<file path="src/rtl/hazard_ctrl_pkg.sv">
// hazard_ctrl_pkg: shared types and helpers for pipeline hazard control
package hazard_ctrl_pkg;

    typedef enum logic {
        RUN,
        MDU_BUSY
    } hazard_state_e;

    // Priority class acting on the pipeline this cycle, highest first
    typedef enum logic [2:0] {
        CLS_NONE,
        CLS_DMEM,
        CLS_MDU,
        CLS_REDIRECT,
        CLS_LOAD_USE
    } hazard_class_e;

    typedef struct packed {
        logic stall;
        logic flush;
    } pipe_ctrl_t;

    // A load in EX whose destination is read by the instruction in ID
    function automatic logic load_use_hit(
        input logic [4:0] rs1,
        input logic [4:0] rs2,
        input logic       rs1_used,
        input logic       rs2_used,
        input logic [4:0] rd,
        input logic       mem_read
    );
        return mem_read && (rd != 5'd0) &&
               ((rs1_used && (rs1 == rd)) || (rs2_used && (rs2 == rd)));
    endfunction

endpackage

</file>
<file path="src/rtl/hazard_ctrl.sv">
// hazard_ctrl: pipeline stall/flush generation with MDU occupancy FSM and perf counters
module hazard_ctrl
    import hazard_ctrl_pkg::*;
#(
    parameter int MDU_LATENCY = 4,
    parameter int CNT_W       = 32
) (
    input  logic             clk,
    input  logic             rst_n,
    input  logic [4:0]       if_id_rs1,
    input  logic [4:0]       if_id_rs2,
    input  logic             if_id_rs1_used,
    input  logic             if_id_rs2_used,
    input  logic [4:0]       id_ex_rd,
    input  logic             id_ex_mem_read,
    input  logic             id_ex_is_mdu,
    input  logic             ex_redirect,
    input  logic             mem_req,
    input  logic             dmem_ready,
    input  logic             perf_clr,
    output logic             pc_stall,
    output logic             stall_if_id,
    output logic             flush_if_id,
    output logic             stall_id_ex,
    output logic             flush_id_ex,
    output logic             stall_ex_mem,
    output logic             flush_ex_mem,
    output logic             stall_mem_wb,
    output logic             flush_mem_wb,
    output logic             mdu_done,
    output logic [CNT_W-1:0] stall_cycles,
    output logic [CNT_W-1:0] flush_events
);

    // mdu_cnt counts the remaining stall cycles after the first, so it only
    // ever holds 0 .. MDU_LATENCY-2
    localparam int CW = (MDU_LATENCY > 2) ? $clog2(MDU_LATENCY - 1) : 1;
    localparam logic [CW-1:0] CNT_LOAD = (MDU_LATENCY > 1) ? CW'(MDU_LATENCY - 2) : '0;
    localparam logic MULTI_CYCLE = (MDU_LATENCY > 1);
    localparam logic SINGLE_CYCLE = (MDU_LATENCY == 1);

    hazard_state_e state, state_nx;
    logic [CW-1:0] mdu_cnt, mdu_cnt_nx;
    hazard_class_e cls;
    logic          dmem_wait, mdu_start, mdu_busy, load_use;
    pipe_ctrl_t    if_id, id_ex, ex_mem, mem_wb;
    logic          pc_hold, done;

    // Classify the hazard acting this cycle by strict priority
    always_comb begin
        dmem_wait = mem_req && !dmem_ready;
        mdu_start = (state == RUN) && id_ex_is_mdu && MULTI_CYCLE;
        mdu_busy  = mdu_start || ((state == MDU_BUSY) && (mdu_cnt != '0));
        load_use  = load_use_hit(if_id_rs1, if_id_rs2, if_id_rs1_used, if_id_rs2_used,
                                 id_ex_rd, id_ex_mem_read);
        cls = dmem_wait   ? CLS_DMEM     :
              mdu_busy    ? CLS_MDU      :
              ex_redirect ? CLS_REDIRECT :
              load_use    ? CLS_LOAD_USE : CLS_NONE;
    end

    // MDU state register; a data-memory wait freezes EX so the FSM holds too
    always_ff @(posedge clk or negedge rst_n) begin
        if (!rst_n) begin
            state   <= RUN;
            mdu_cnt <= '0;
        end else begin
            state   <= state_nx;
            mdu_cnt <= mdu_cnt_nx;
        end
    end

    // Next state: start, count down, then return to RUN on the done cycle
    always_comb begin
        state_nx   = state;
        mdu_cnt_nx = mdu_cnt;
        if (!dmem_wait) begin
            if (mdu_start) begin
                state_nx   = MDU_BUSY;
                mdu_cnt_nx = CNT_LOAD;
            end else if (state == MDU_BUSY) begin
                state_nx   = (mdu_cnt == '0) ? RUN : MDU_BUSY;
                mdu_cnt_nx = (mdu_cnt == '0) ? mdu_cnt : mdu_cnt - 1'b1;
            end
        end
    end

    // Per-register controls from the active class; forced low while in reset
    always_comb begin
        if_id   = '{stall: (cls == CLS_DMEM) || (cls == CLS_MDU) || (cls == CLS_LOAD_USE),
                    flush: (cls == CLS_REDIRECT)};
        id_ex   = '{stall: (cls == CLS_DMEM) || (cls == CLS_MDU),
                    flush: (cls == CLS_REDIRECT) || (cls == CLS_LOAD_USE)};
        ex_mem  = '{stall: (cls == CLS_DMEM), flush: (cls == CLS_MDU)};
        mem_wb  = '{stall: 1'b0, flush: (cls == CLS_DMEM)};
        pc_hold = if_id.stall;
        done    = ((state == MDU_BUSY) && (mdu_cnt == '0)) ||
                  (SINGLE_CYCLE && (state == RUN) && id_ex_is_mdu);
        pc_stall     = rst_n && pc_hold;
        stall_if_id  = rst_n && if_id.stall;
        flush_if_id  = rst_n && if_id.flush;
        stall_id_ex  = rst_n && id_ex.stall;
        flush_id_ex  = rst_n && id_ex.flush;
        stall_ex_mem = rst_n && ex_mem.stall;
        flush_ex_mem = rst_n && ex_mem.flush;
        stall_mem_wb = rst_n && mem_wb.stall;
        flush_mem_wb = rst_n && mem_wb.flush;
        mdu_done     = rst_n && done;
    end

    // Performance counters; clear wins over increment, wrap naturally
    always_ff @(posedge clk or negedge rst_n) begin
        if (!rst_n) begin
            stall_cycles <= '0;
            flush_events <= '0;
        end else if (perf_clr) begin
            stall_cycles <= '0;
            flush_events <= '0;
        end else begin
            stall_cycles <= stall_cycles + CNT_W'(pc_hold);
            flush_events <= flush_events + CNT_W'(cls == CLS_REDIRECT);
        end
    end

endmodule

</file>
<file path="config.mk">
export PLATFORM = sky130hd
export DESIGN_NAME = hazard_ctrl
export DESIGN_NICKNAME = d
export VERILOG_FILES = /design/src/rtl/hazard_ctrl_pkg.sv /design/src/rtl/hazard_ctrl.sv
export SDC_FILE = /design/constraint.sdc
export NUM_CORES = 1
export LEC_CHECK = 0
export BUFFER_PORTS_ARGS = -buffer_cell sky130_fd_sc_hd__buf_4
export CORE_MARGIN = 2
export CORE_UTILIZATION = 48
export DETAILED_ROUTE_END_ITERATION = 10
export HOLD_SLACK_MARGIN = 0.02
export PLACE_DENSITY = 0.83
export SLEW_MARGIN = 30
export SYNTH_ARGS = -nofsm -noshare
export SYNTH_HDL_FRONTEND = slang
export SYNTH_SLANG_ARGS = --single-unit
</file>
<file path="constraint.sdc">
create_clock -name clk -period 2.6 [get_ports clk]
set_input_delay 0.26 -clock clk [delete_from_list [all_inputs] [get_ports clk]]
set_output_delay 0.26 -clock clk [all_outputs]
set_load 0.01 [all_outputs]
</file>
==> impl_metrics.csv, run 1 <==
group,metric,value,unit
synthesis,ys_warn_count,0,
synthesis,ys_ff_latch,67,
worst_setup_path,cpMostUsedCell,"ha_4",
synthesis,synth_ff_type,"dfrtp_1",
route,vias,3572,
global_route,grt_pass1_vias,3302,
cells_and_area,area_growth,33.6,%
power_and_ir_drop,total_power,2520,µW
placement,dpl_cell_area,0.00466,mm²
cells_and_area,nets,545,
cells_and_area,drive_above_1_share,0.300,
worst_setup_path,cp-start-kind,"flop",
cells_and_area,final_area,0.00491,mm²
synthesis,ys_seq_area_frac,0.456,
global_route,busiest_layer,"met2",
worst_setup_path,crit_arrival,2.83,ns
cells_and_area,layout_commonest_cell,"buf_4",
synthesis,synth.distinct_cells,35,
worst_setup_path,max_stage_delay,0.57,ns
placement,port_buffers,97,
hold_path,hold_depth,3,
floorplanning,coreArea,0.00733,mm²
synthesis,yosys.area_share.simple,0.275,
synthesis,synth_fa_ha_area_frac,0.0170,
timing,setup_viol,0,
global_route,gr-usage-met1,0.298,
power_and_ir_drop,p_leak,0.00214,µW
cells_and_area,final_cell_mix,"buf_4 (122), dfrtp_1 (67), nor2_1 (34), a21oi_1 (32), nand3_1 (25)",
synthesis,synthCells,400,
clocking,clock_latency,0.35,ns
clocking,cts_tree,"built",
floorplanning,io_pins,99,
synthesis,synthMuxAreaShare,0.00918,
timing,slew_viol_final,0,
global_route,track_usage,0.229,
clocking,numCtsBuffers,9,
global_route,grt_start_max_net_pins,68,
route,wl,9.27,mm
floorplanning,dieArea,0.00838,mm²
route,first_pass_iters,4,
timing,slew_headroom,0.464,
timing,skew,0.0110,ns
placement,dpl.hpwl,6.45,mm
global_route,grt.met2_usage,0.365,
global_route,grt_pass1_wl,15.5,mm
placement,dpl.cell_count,598,
timing,worst_slew_pin_slew,0.803,ns
worst_setup_path,r2r_cells,11,
cells_and_area,layout.cells.non_filler,619,
synthesis,synth_top_family_by_area,"simple AND/OR/NAND/NOR gates",
worst_setup_path,worstPathCellList,"inv_2 -> ha_4 -> nand2b_4 -> and3_4 -> and2_4 -> ha_4 -> ha_4 -> inv_4 -> or4_4 -> or4_4 -> a21oi_2",
cells_and_area,diodes,0,
floorplanning,rows,31,
route,drc,0,
flow_run,maxCapViolCount,0,
clocking,clock_path_buffers,2,
worst_setup_path,setup.worst_path.end_class,"flop",
placement,gp_congestion,0.845,
worst_setup_path,crit_type,"flop to flop",
global_route,grt_use_met3,0.0664,
worst_setup_path,cp.required,2.87,ns
timing,tns,0,ns
floorplanning,fp.dieW,91.5,µm
route,drtIter0Drc,180,
synthesis,syn_area_per_cell,9.20,µm²
synthesis,syn_area,0.00368,mm²
clocking,cts_sinks,67,
timing,period_minus_slack,2.56,ns
power_and_ir_drop,ir_drop,0.000297,V
route,routed_via_density,5.77,
hold_path,min_path_type,"input port to flop",
timing,post-route-period-util,0.985,
synthesis,synth_nets,430,
route,routedWlPerCell,15.0,µm
worst_setup_path,slowest_stage,"or4_4",
clocking,cts-root-buf,"clkbuf_8",
timing,hold_violations,0,
synthesis,postSynth.asyncResetShare,1.00,
floorplanning,die_h,91.5,µm
global_route,antenna_found_initial,0,
clocking,htree_num_levels,3,
synthesis,synth_xor_xnor_area_share,0.0833,
worst_setup_path,cp_max_fo,7,
timing,rsz0062_at_grt,"yes",
synthesis,synth_compound_area_frac,0.120,
synthesis,synth-edff-count,0,
route,ant_nets,0,
power_and_ir_drop,cellPowerDensity,513,mW/mm²
global_route,overflow,0,
outcome,status,"finished clean",
timing,max_freq,391,MHz
clocking,clkTransAtPathRegs,0.07,ns
floorplanning,start_util,0.502,
-- area by class of cell --
type | count | area [µm²]
multi-input cells | 301 | 1960
inverters | 12 | 47.5
repair buffers | 124 | 931
clock buffers | 12 | 155
flip-flops and latches | 67 | 1680
fillers | 575 | 2420
well taps | 99 | 124
clock inverters | 4 | 25.0
-- report_power, final --
group          total [µW]  switching (µW)  internal [µW]  leakage (µW)
clock                 797             402            395     0.0000884
sequential           1140            51.3           1090      0.000926
combinational         586             283            303       0.00112
total                2520             737           1790       0.00214
-- critical path: cells and delay by family (launching register included) --
family	cells	cell delay, ns
compound gates	1	0.12
buf+inv	2	0.12
flops	1	0.39
simple gates	5	1.45
fa+ha+maj	3	0.40
-- cells by family (layout without fill, tap and decap cells) --
| logic type | after synthesis | in the layout |
|---|---|---|
| fa+ha+maj | 5 | 5 |
| flops | 67 | 67 |
| xor+xnor | 35 | 35 |
| simple gates | 180 | 180 |
| other cells | 1 | 1 |
| compound gates | 77 | 77 |
| mux | 3 | 3 |
| buf+inv | 32 | 152 |
-- what timing repair did --
action / CTS / global route
hold buffers: 1 / 0
setup buffers: 0 / 4
hold endpoints to repair: 3 / 0
pin swaps: 2 / 1
gates resized for setup: 1 / 11
endpoints found under the setup margin: 4 / 16
-- stage by stage --
stage | utilization | hold WS (ns) | setup slack [ns]
floorplan | - | -0.0356 | 0.00179
global placement | 0.635 | 0.0752 | -0.0197
detailed placement | 0.635 | 0.0785 | -0.0995
CTS | 0.662 | 0.255 | 0.0111
global route | 0.670 | 0.271 | -0.0646
finish | 0.670 | 0.267 | 0.0396
-- synthesized netlist by cell type (7+ instances only) --
cell       n  share of area
dfrtp_1   67           0.46
nor2_1    34          0.035
a21oi_1   33          0.045
nand3_1   26          0.035
xor2_1    24          0.057
o21ai_0   22          0.030
nand4_1   20          0.034
nand2_1   19          0.019
o31ai_1   19          0.039
or4_1     19          0.039
or3_1     18          0.031
clkbuf_1  13          0.013
inv_1     12          0.012
xnor2_1   11          0.026
and4_1     9          0.021
nor4_1     8          0.014
nor2b_1    7          0.012
-- flip-flops by register name, summed over array words and instances, names as in the netlist --
name / cells
flush_events: 32
stall_cycles: 32
mdu_cnt: 2
state: 1
-- path summary, 6_finish.rpt --
check                                        end  slack [ns]             start
worst max-delay path            flush_events[22]        0.04        mdu_cnt[0]
worst min-delay path                       state        0.27        dmem_ready
worst max register to register  flush_events[22]        0.04        mdu_cnt[0]
worst min register to register  flush_events[31]        0.57  flush_events[31]
max in group asynchronous       stall_cycles[23]        1.31             rst_n
min in group asynchronous             mdu_cnt[1]        0.30             rst_n
-- metal layers --
metal / wire length, µm / up-vias
met4: 172 / 0
met3: 573 / 15
met2: 4570 / 119
met5: 0 / -
li1: - / 1705
met1: 3950 / 1733
Note: power is estimated with default switching activity, not from simulation.
==> inputs of run 2 (changes only) <==
Settings changed: RECOVER_POWER set to 50.
==> impl_metrics.csv, run 2 (synthesis results as in run 1) <==
group,metric,value,unit
outcome,status,"finished clean",
cells_and_area,nets,545,
global_route,grt_pass1_wl,15.5,mm
clocking,cts-root-buf,"clkbuf_8",
global_route,grt_start_max_net_pins,68,
clocking,clock_latency,0.35,ns
worst_setup_path,cp.required,2.87,ns
clocking,clkTransAtPathRegs,0.07,ns
timing,period_minus_slack,2.56,ns
floorplanning,io_pins,99,
clocking,cts_sinks,67,
floorplanning,fp.dieW,91.5,µm
power_and_ir_drop,p_int,1780,µW
worst_setup_path,cp-start-kind,"flop",
cells_and_area,reg.largest.list,"flush_events (32), stall_cycles (32), mdu_cnt (2)",
cells_and_area,seqCellArea,0.00168,mm²
timing,hold_slack,0.271,ns
floorplanning,dieArea,0.00838,mm²
timing,slew_viol_final,0,
power_and_ir_drop,p_seq_frac,0.453,
placement,dp_slack,-0.0995,ns
route,routedWlPerCell,15.0,µm
global_route,overflow,0,
power_and_ir_drop,cellPowerDensity,515,mW/mm²
placement,dpl_cell_area,0.00466,mm²
floorplanning,start_util,0.502,
power_and_ir_drop,total_power,2520,µW
cells_and_area,diodes,0,
power_and_ir_drop,switching_power,736,µW
placement,dpl.cell_count,598,
clocking,cts_tree,"built",
timing,hold_violations,0,
timing,worst_slew_pin_slew,0.805,ns
route,highest_layer,"met4",
cells_and_area,layout.cells.non_filler,619,
clocking,numCtsBuffers,9,
cells_and_area,fillerInstances,582,
floorplanning,die_h,91.5,µm
floorplanning,coreArea,0.00733,mm²
timing,post-route-period-util,0.984,
route,wl_met1,4.01,mm
power_and_ir_drop,power_frac_comb,0.230,
worst_setup_path,crit_arrival,2.83,ns
route,drtIter0Drc,158,
worst_setup_path,crit_type,"flop to flop",
clocking,htree_num_levels,3,
power_and_ir_drop,ir_drop,0.000297,V
route,drc,0,
clocking,clock_path_buffers,2,
power_and_ir_drop,p_sw_frac,0.293,
route,ant_nets,0,
hold_path,min_path_type,"input port to flop",
timing,slew_headroom,0.463,
route,routed_via_density,5.76,
flow_run,maxCapViolCount,0,
placement,port_buffers,97,
floorplanning,rows,31,
global_route,track_usage,0.229,
timing,rsz0062_at_grt,"yes",
cells_and_area,final_cell_mix,"buf_4 (114), dfrtp_1 (67), nor2_1 (34), a21oi_1 (32), nand3_1 (25)",
power_and_ir_drop,clkPwrFrac,0.317,
timing,setup_ws,0.0426,ns
route,wl_met3,605,µm
placement,dpl.hpwl,6.45,mm
power_and_ir_drop,p_leak,0.00211,µW
cells_and_area,drive_above_1_share,0.285,
global_route,antenna_found_initial,0,
global_route,grt_pass1_vias,3302,
timing,setup_viol,0,
worst_setup_path,setup.worst_path.end_class,"flop",
cells_and_area,area_growth,32.8,%
route,routed-wl-met2,4.50,mm
cells_and_area,multiInputGateArea,0.00196,mm²
route,vias,3567,
route,first_pass_iters,5,
worst_setup_path,cp_max_fo,7,
cells_and_area,final_area,0.00488,mm²
cells_and_area,layout_commonest_cell,"buf_4",
route,wl,9.28,mm
timing,max_freq,391,MHz
timing,skew,0.0110,ns
placement,gp_congestion,0.845,
==> run 2: cell count changes in the layout (fill, tap and decap cells not counted) <==
cell,delta
clkbuf_1,+8
buf_4,-8
==> run 2: area by class of cell <==
cell class,count,area share
repair buffers,124,0.184
clock buffers,12,0.0318
inverters,12,0.00973
well taps,99,0.0254
multi-input cells,301,0.400
flip-flops and latches,67,0.343
clock inverters,4,0.00512
==> run 2: per-stage QoR <==
stage | setup TNS (ns) | utilization
after global routing | -0.280 | 0.666
after global placement | -0.0197 | 0.635
after CTS | 0 | 0.662
after detailed placement | -0.678 | 0.635
after floorplan | 0 | -
final | 0 | 0.666
==> run 2: routing by layer <==
layer,vias up,global-route usage
li1,1702,-
met1,1729,0.298
met2,121,0.365
met3,15,0.0664
met4,0,0.0783
met5,-,0
==> run 2: path summary, 6_finish.rpt <==
kind                                  start               end  slack, ns  cells past startpoint
setup / recovery                 mdu_cnt[0]  flush_events[22]       0.04                     11
hold / removal                   dmem_ready             state       0.27                      3
setup reg to reg                 mdu_cnt[0]  flush_events[22]       0.04                     11
hold reg to reg            flush_events[31]  flush_events[31]       0.57                      2
max in group asynchronous             rst_n   flush_events[6]       1.07                      3
min in group asynchronous             rst_n        mdu_cnt[1]       0.39                      2
==> run 2: what timing repair did <==
action                                 in CTS  in global routing
hold buffers                                1                  0
endpoints found under the hold margin       3                  0
setup buffers                               0                  4
pin swaps                                   2                  1
setup endpoints to repair                   4                 16
gates resized for setup                     1                 11
==> run 2: power by group through the flow <==
stage               Sequential, µW  Combinational (µW)  Clock, µW
CTS                           1140                 570        805
detailed placement            1160                 566          0
global placement              1160                 543          0
floorplan                     1170                 292          0
global route                  1150                 655        863
finish                        1140                 579        797
==> run 2: critical path: stages (launching register included) <==
cell      delay (ns)
dfrtp_1         0.39
inv_2           0.08
ha_4            0.12
nand2b_4        0.12
and3_4          0.18
and2_4          0.15
ha_4            0.14
ha_4            0.14
inv_4           0.04
or4_4           0.57
or4_4           0.43
a21oi_2         0.12
